===== src/rtl/window_gen.sv =====
// rtl/window_gen.sv - raster-scan 3x3 sliding window generator with two line buffers
// Window registers and position counters reset; line buffer contents are left uninitialised.
module window_gen #(
  parameter int WIDTH = 9,
  parameter int IMG_W = 28,
  parameter int IMG_H = 28
) (
  input  logic             clk,
  input  logic             rst_n,
  input  logic [WIDTH-1:0] pix_in,
  input  logic             pix_valid,
  input  logic             sync_clr,
  output logic [WIDTH-1:0] a00,
  output logic [WIDTH-1:0] a01,
  output logic [WIDTH-1:0] a02,
  output logic [WIDTH-1:0] a10,
  output logic [WIDTH-1:0] a11,
  output logic [WIDTH-1:0] a12,
  output logic [WIDTH-1:0] a20,
  output logic [WIDTH-1:0] a21,
  output logic [WIDTH-1:0] a22,
  output logic             win_valid,
  output logic             frame_done
);

  localparam int CW = $clog2(IMG_W);
  localparam int RW = $clog2(IMG_H);

  logic [CW-1:0]    col_q, col_d, cur_col;
  logic [RW-1:0]    row_q, row_d, cur_row;
  logic [WIDTH-1:0] win_q [9];
  logic [WIDTH-1:0] win_d [9];
  logic             win_valid_q, win_valid_d;
  logic             frame_done_q, frame_done_d;
  logic [WIDTH-1:0] lb1_q [IMG_W];
  logic [WIDTH-1:0] lb2_q [IMG_W];
  logic [WIDTH-1:0] lb1_rd, lb2_rd;
  logic             last_col, last_row;

  always_comb begin
    // sync_clr together with a pixel makes that pixel position (0,0)
    cur_col      = sync_clr ? '0 : col_q;
    cur_row      = sync_clr ? '0 : row_q;
    lb1_rd       = lb1_q[cur_col];
    lb2_rd       = lb2_q[cur_col];
    last_col     = (cur_col == CW'(IMG_W - 1));
    last_row     = (cur_row == RW'(IMG_H - 1));
    col_d        = col_q;
    row_d        = row_q;
    win_d        = win_q;
    win_valid_d  = 1'b0;
    frame_done_d = 1'b0;
    if (pix_valid) begin
      win_d[0]     = win_q[1];
      win_d[1]     = win_q[2];
      win_d[2]     = lb2_rd;
      win_d[3]     = win_q[4];
      win_d[4]     = win_q[5];
      win_d[5]     = lb1_rd;
      win_d[6]     = win_q[7];
      win_d[7]     = win_q[8];
      win_d[8]     = pix_in;
      win_valid_d  = (cur_row >= RW'(2)) && (cur_col >= CW'(2));
      frame_done_d = last_col && last_row;
      if (last_col) begin
        col_d = '0;
        row_d = last_row ? '0 : cur_row + RW'(1);
      end else begin
        col_d = cur_col + CW'(1);
        row_d = cur_row;
      end
    end else if (sync_clr) begin
      col_d = '0;
      row_d = '0;
    end
  end

  always_ff @(posedge clk or negedge rst_n) begin
    if (!rst_n) begin
      col_q        <= '0;
      row_q        <= '0;
      win_valid_q  <= 1'b0;
      frame_done_q <= 1'b0;
      for (int i = 0; i < 9; i++) win_q[i] <= '0;
    end else begin
      col_q        <= col_d;
      row_q        <= row_d;
      win_valid_q  <= win_valid_d;
      frame_done_q <= frame_done_d;
      for (int i = 0; i < 9; i++) win_q[i] <= win_d[i];
    end
  end

  // Line buffer 1 holds row r-1, line buffer 2 holds row r-2
  always_ff @(posedge clk) begin
    if (pix_valid) begin
      lb1_q[cur_col] <= pix_in;
      lb2_q[cur_col] <= lb1_rd;
    end
  end

  assign a00        = win_q[0];
  assign a01        = win_q[1];
  assign a02        = win_q[2];
  assign a10        = win_q[3];
  assign a11        = win_q[4];
  assign a12        = win_q[5];
  assign a20        = win_q[6];
  assign a21        = win_q[7];
  assign a22        = win_q[8];
  assign win_valid  = win_valid_q;
  assign frame_done = frame_done_q;

endmodule


===== config.mk =====
export PLATFORM = sky130hd
export DESIGN_NAME = window_gen
export DESIGN_NICKNAME = d
export VERILOG_FILES = /design/src/rtl/window_gen.sv
export SDC_FILE = /design/constraint.sdc
export NUM_CORES = 1
export LEC_CHECK = 0
export ABC_AREA = 1
export BUFFER_PORTS_ARGS = -buffer_cell sky130_fd_sc_hd__buf_4
export CORE_ASPECT_RATIO = 1.75
export CORE_MARGIN = 3
export CORE_UTILIZATION = 35
export DETAILED_ROUTE_END_ITERATION = 10
export GPL_ROUTABILITY_DRIVEN = 1
export PLACE_DENSITY = 0.6
export SLEW_MARGIN = 10
export SYNTH_ARGS = -nofsm -noshare
export SYNTH_HDL_FRONTEND = slang
export SYNTH_SLANG_ARGS = --single-unit

===== constraint.sdc =====
create_clock -name clk -period 5.4 [get_ports clk]
set_input_delay 0.27 -clock clk [delete_from_list [all_inputs] [get_ports clk]]
set_output_delay 0.27 -clock clk [all_outputs]
set_load 0.02 [all_outputs]

Yosys cells after proc, flatten, opt, wreduce, memory -nomap -nowiden
Memory sizes are Yosys's and may differ from the RTL's. A register that Yosys moved wholly into a read port is not among the register bits.
Cells that the tools add are included.
{ "totals": {"ff_bits": 84, "elab_cells": 34, "ramBits": 504, "output_inout_bits": 83, "n_memories": 2} }
{ "mem_list": {"columns": ["name", "words", "word_bits", "rd", "rd_clocked_by_memory_dff", "wr", "line_no", "source"], "rows": [
  ["lb1_q", 28, 9, 1, 0, 1, "35", "logic [WIDTH-1:0] lb1_q [IMG_W];"],
  ["lb2_q", 28, 9, 1, 1, 1, "36", "logic [WIDTH-1:0] lb2_q [IMG_W];"]
]} }
{ "classes": {"n_addsub": 2, "n_reduce_logical": 3, "mux": 11, "n_lt_le_gt_ge": 2, "n_eq_ne": 2} }
{ "op_table": {"columns": ["operator", "n"], "rows": [
  ["$mux 5", 7],
  ["$add 5x1->5 const B", 2],
  ["$eq 5x5->1 const B", 2],
  ["$ge 5x2->1 const B", 2],
  ["$mux 1", 4],
  ["$logic_and 1x1->1", 2],
  ["$logic_not 1->1", 1]
]} }

Depth between registers and ports, before layout
{ "depth": {"ltp_word": 5, "depth_mapped": 16, "depth_no_buf": 14} }

Worst setup path after synthesis
OpenSTA, ideal clock, no wires.
{ "synth_path": {"path_type": "register to register", "start": "register col_q[1]", "end": "memory lb1_q[23][0] (enable)", "period_less_slack_ns": 2.660, "arrival_time_ns": 2.244, "setup_slack_ns": 2.740, "required_time_ns": 4.984, "stages_incl_launch_ff": 7, "path_cell_list": "dfrtp_1 > inv_2 > nor2_4 > nand2_2 > nor2_4 > clkinv_1 > nor3_1"} }
{ "synth_via": {"elab_chain_cells": 1} }
{ "synth_lines": {"columns": ["item", "line_no", "source"], "rows": [
  ["start, declared", "29", "logic [CW-1:0] col_q, col_d, cur_col;"],
  ["start signal, assigned", "86", "col_q <= col_d;"],
  ["$mux 5", null, null],
  ["end, declared", "35", null]
]} }
No other way between the ends.

Worst setup path in the final report
{ "layout_path": {"start": "register col_q[0]", "end": "memory lb2_q[13][5], data pin"} }
{ "layout_via": {"elab_chain_cells": 2} }
{ "layout_lines": {"columns": ["item", "line_no", "source"], "rows": [
  ["$mux 5", null, null],
  ["$mem_v2 28x9", null, null],
  ["via lb1_rd[5]", "37", "logic [WIDTH-1:0] lb1_rd, lb2_rd;"],
  ["end, declared", "36", null]
]} }
The timed path passes the listed nets, and every way through them passes these cells.

==> impl_metrics.yaml <==
timing:
  slew_headroom_pct: 15.1
  fin_ws_ps: 1470
  period_needed_ps: 3930
  rsz0062_at_grt: "no"
  final_hold_viol_count: 0
  finalClockSkew_ps: 23.0
  worst_slew_pin_slew_ps: 1270
  max_freq_mhz: 255
  min_period_over_period_pct: 72.7
  setup_viol: 0
  tns_ps: 0
  slew_violations: 0
synthesis:
  ys_top_cells_by_area: "edfxtp_1, nand2_1, dfrtp_1, nand3_1, inv_1"
  synth_cells: 2168
  synth_cell_type_count: 32
  synth.most_common_cell: "nand2_1"
  synth_area_um2: 24300
  synth_seq_cells: 597
  synth_area_leader_cell: "edfxtp_1"
  syn_avg_cell_area_um2: 11.2
  synth_ff_type: "edfxtp_1"
  synth_common_cells: "nand2_1, edfxtp_1, inv_1"
  synth-edff-count: 504
  synthArstFlopShare_pct: 15.6
  syn_nets: 2182
  ys.warnings.count: 0
  ys_seq_area_share_pct: 71.9
  synth_top_area_share_pct: 62.3
critical_path:
  critPathCaptureType: "flip-flop"
  crit_required_ps: 5450
  reg2reg_from: "col_q[0]"
  cp_data_arrival_time_ps: 3970
  critPathBufInv: 2
  crit_path_start: "col_q[0]"
  crit_slowest_cell: "dfrtp_1"
  critPathTopFamily: "simple AND/OR/NAND/NOR gates"
  worstSetupPathType: "reg2reg"
  cp-start-kind: "flip-flop"
  rrSetupSlack_ps: 1470
  path_common_cell: "nand2_1"
  slowest_delay_ps: 850
  cp_max_fo: 29
  crit_chain: "inv_2, nor2_4, buf_4, nand2_1, nand3_1, nand3_1, nand3_1, nand2_1, nand2_1, nand2_1"
global_routing:
  grt_pass1_vias: 16100
  grt_max_degree: 90
  grt_remaining_overflow: 0
  grt_first_pass_wirelength_um: 100000
  antenna_found_initial: 1
  global_route.usage.total_pct: 18.2
floorplanning:
  coreArea_um2: 68600
  die_area_um2: 72700
  die_y_um: 355
  ios: 96
  start_util_pct: 35.4
  die_w_um: 205
  rows: 127
cts:
  ctsLongestPathBuffers: 3
  htree_levels: 2
  post_cts_resized: 0
  cts.clk_slew.worst_paths_ps: 70
  cts_tree: "built"
  clock-sinks: 597
  clock-root-buffer: "clkbuf_16"
  cts_buffers: 49
  clk_latency_ps: 600
power_and_ir_drop:
  peakVddDrop_mv: 0.235
  powerDensity_nw_per_um2: 362
  leakagePower_nw: 11.0
drt:
  vias: 16000
  dr.first_iter.drc_count: 1218
  routed_wl_um: 67100
  firstDrtPassIters: 7
  ant_nets: 0
  wl_per_cell_um: 20.9
  drc: 0
  via_per_inst: 4.98
placement:
  place_congestion: 0.855
  port_buffers: 95
  dpl_worst_slack_ps: 1470
  dp_cells: 3114
  place_area_um2: 26000
  hpwl_um: 42600
final_layout:
  nets: 2278
  final_util_pct: 40.3
  stdcell_count: 3208
  n_antenna_cell: 0
  drive_gt1_share_pct: 11.6
  area_growth_syn_to_layout_pct: 13.8
  finalInstanceArea_um2: 27600
run:
  cap_viol_max_count: 0
min_path:
  min_from: "pix_in[3]"
  holdCritPathClass: "in2reg"
run_status:
  run_status: "complete, no violations"
-- registers in the layout, indices dropped and copies added, names as in the netlist, 9 cells and up --
register  flops
a12           9
a20           9
a10           9
a22           9
a02           9
a00           9
a21           9
a01           9
lb1_q       252
lb2_q       252
a11           9
-- worst register-to-register path, stage by stage, from the launching register on --
cell	delay, ps
dfrtp_1	850
inv_2	160
nor2_4	550
buf_4	510
nand2_1	100
nand3_1	80
nand3_1	80
nand3_1	90
nand2_1	170
nand2_1	130
nand2_1	660
-- power breakdown --
group / internal [W] / switching, W / total [W]
combinational: 0.000316 / 0.000793 / 0.00111
clock: 0.00193 / 0.00164 / 0.00358
sequential: 0.00523 / 0.0000917 / 0.00532
total: 0.00747 / 0.00253 / 0.0100
-- layer usage --
metal,up-vias,wire length (um),track usage [%]
met5,-,17,0
met4,2,4110,10.4
met3,169,3390,2.30
met2,542,35600,33.5
met1,7883,23900,20.0
li1,7369,-,-
-- cells by family after synthesis --
| group | Yosys count | share of synthesized area (%) |
|---|---|---|
| AOI/OAI and AO/OA | 157 | 3.42 |
| xor gates and xnor gates | 2 | 0.0721 |
| adders and majority gates | 1 | 0.0515 |
| buffers and inverters | 363 | 6.42 |
| DFF | 597 | 71.9 |
| and+or+nand+nor | 1048 | 18.2 |
-- through the flow --
stage	hold WS, ps	power, W
floorplan	-25.6	0.00601
finish	125	0.0100
detailed placement	219	0.00654
global placement	213	0.00651
CTS	99.9	0.0101
global route	115	0.0104
-- cell type report --
class | instances | area (um2)
Fill cell | 6502 | 41000
Multi-Input combinational cell | 1208 | 5330
Clock buffer | 65 | 1360
Inverter | 259 | 977
Tap cell | 903 | 1130
Sequential cell | 597 | 17500
Clock inverter | 27 | 231
Timing Repair Buffer | 149 | 1150
-- path summary, 6_finish.rpt --
path	to	depth (start not counted)
max	lb2_q[13][5]	10
min	lb1_q[18][3]	1
max reg2reg	lb2_q[13][5]	10
min reg2reg	a00[1]	2
max in group asynchronous	a00[8]	3
min in group asynchronous	a21[3]	2
-- cells in the final DEF (no fill, tap or decap), drive strengths merged, types with 5 or more instances in the layout --
cell type    n
a21oi       55
clkinv      20
nand4       25
dfrtp       93
o211ai      13
buf        147
nor2        99
nand2      693
o21ai       84
nand3      225
inv        261
nor3         5
clkbuf      65
edfxtp     504
-- repair_timing --
item / CTS / global route
hold buffers: 2 / 0
endpoints found under the hold margin: 26 / 0
setup buffers: 0 / 0
(Power assumes the default switching activity.)
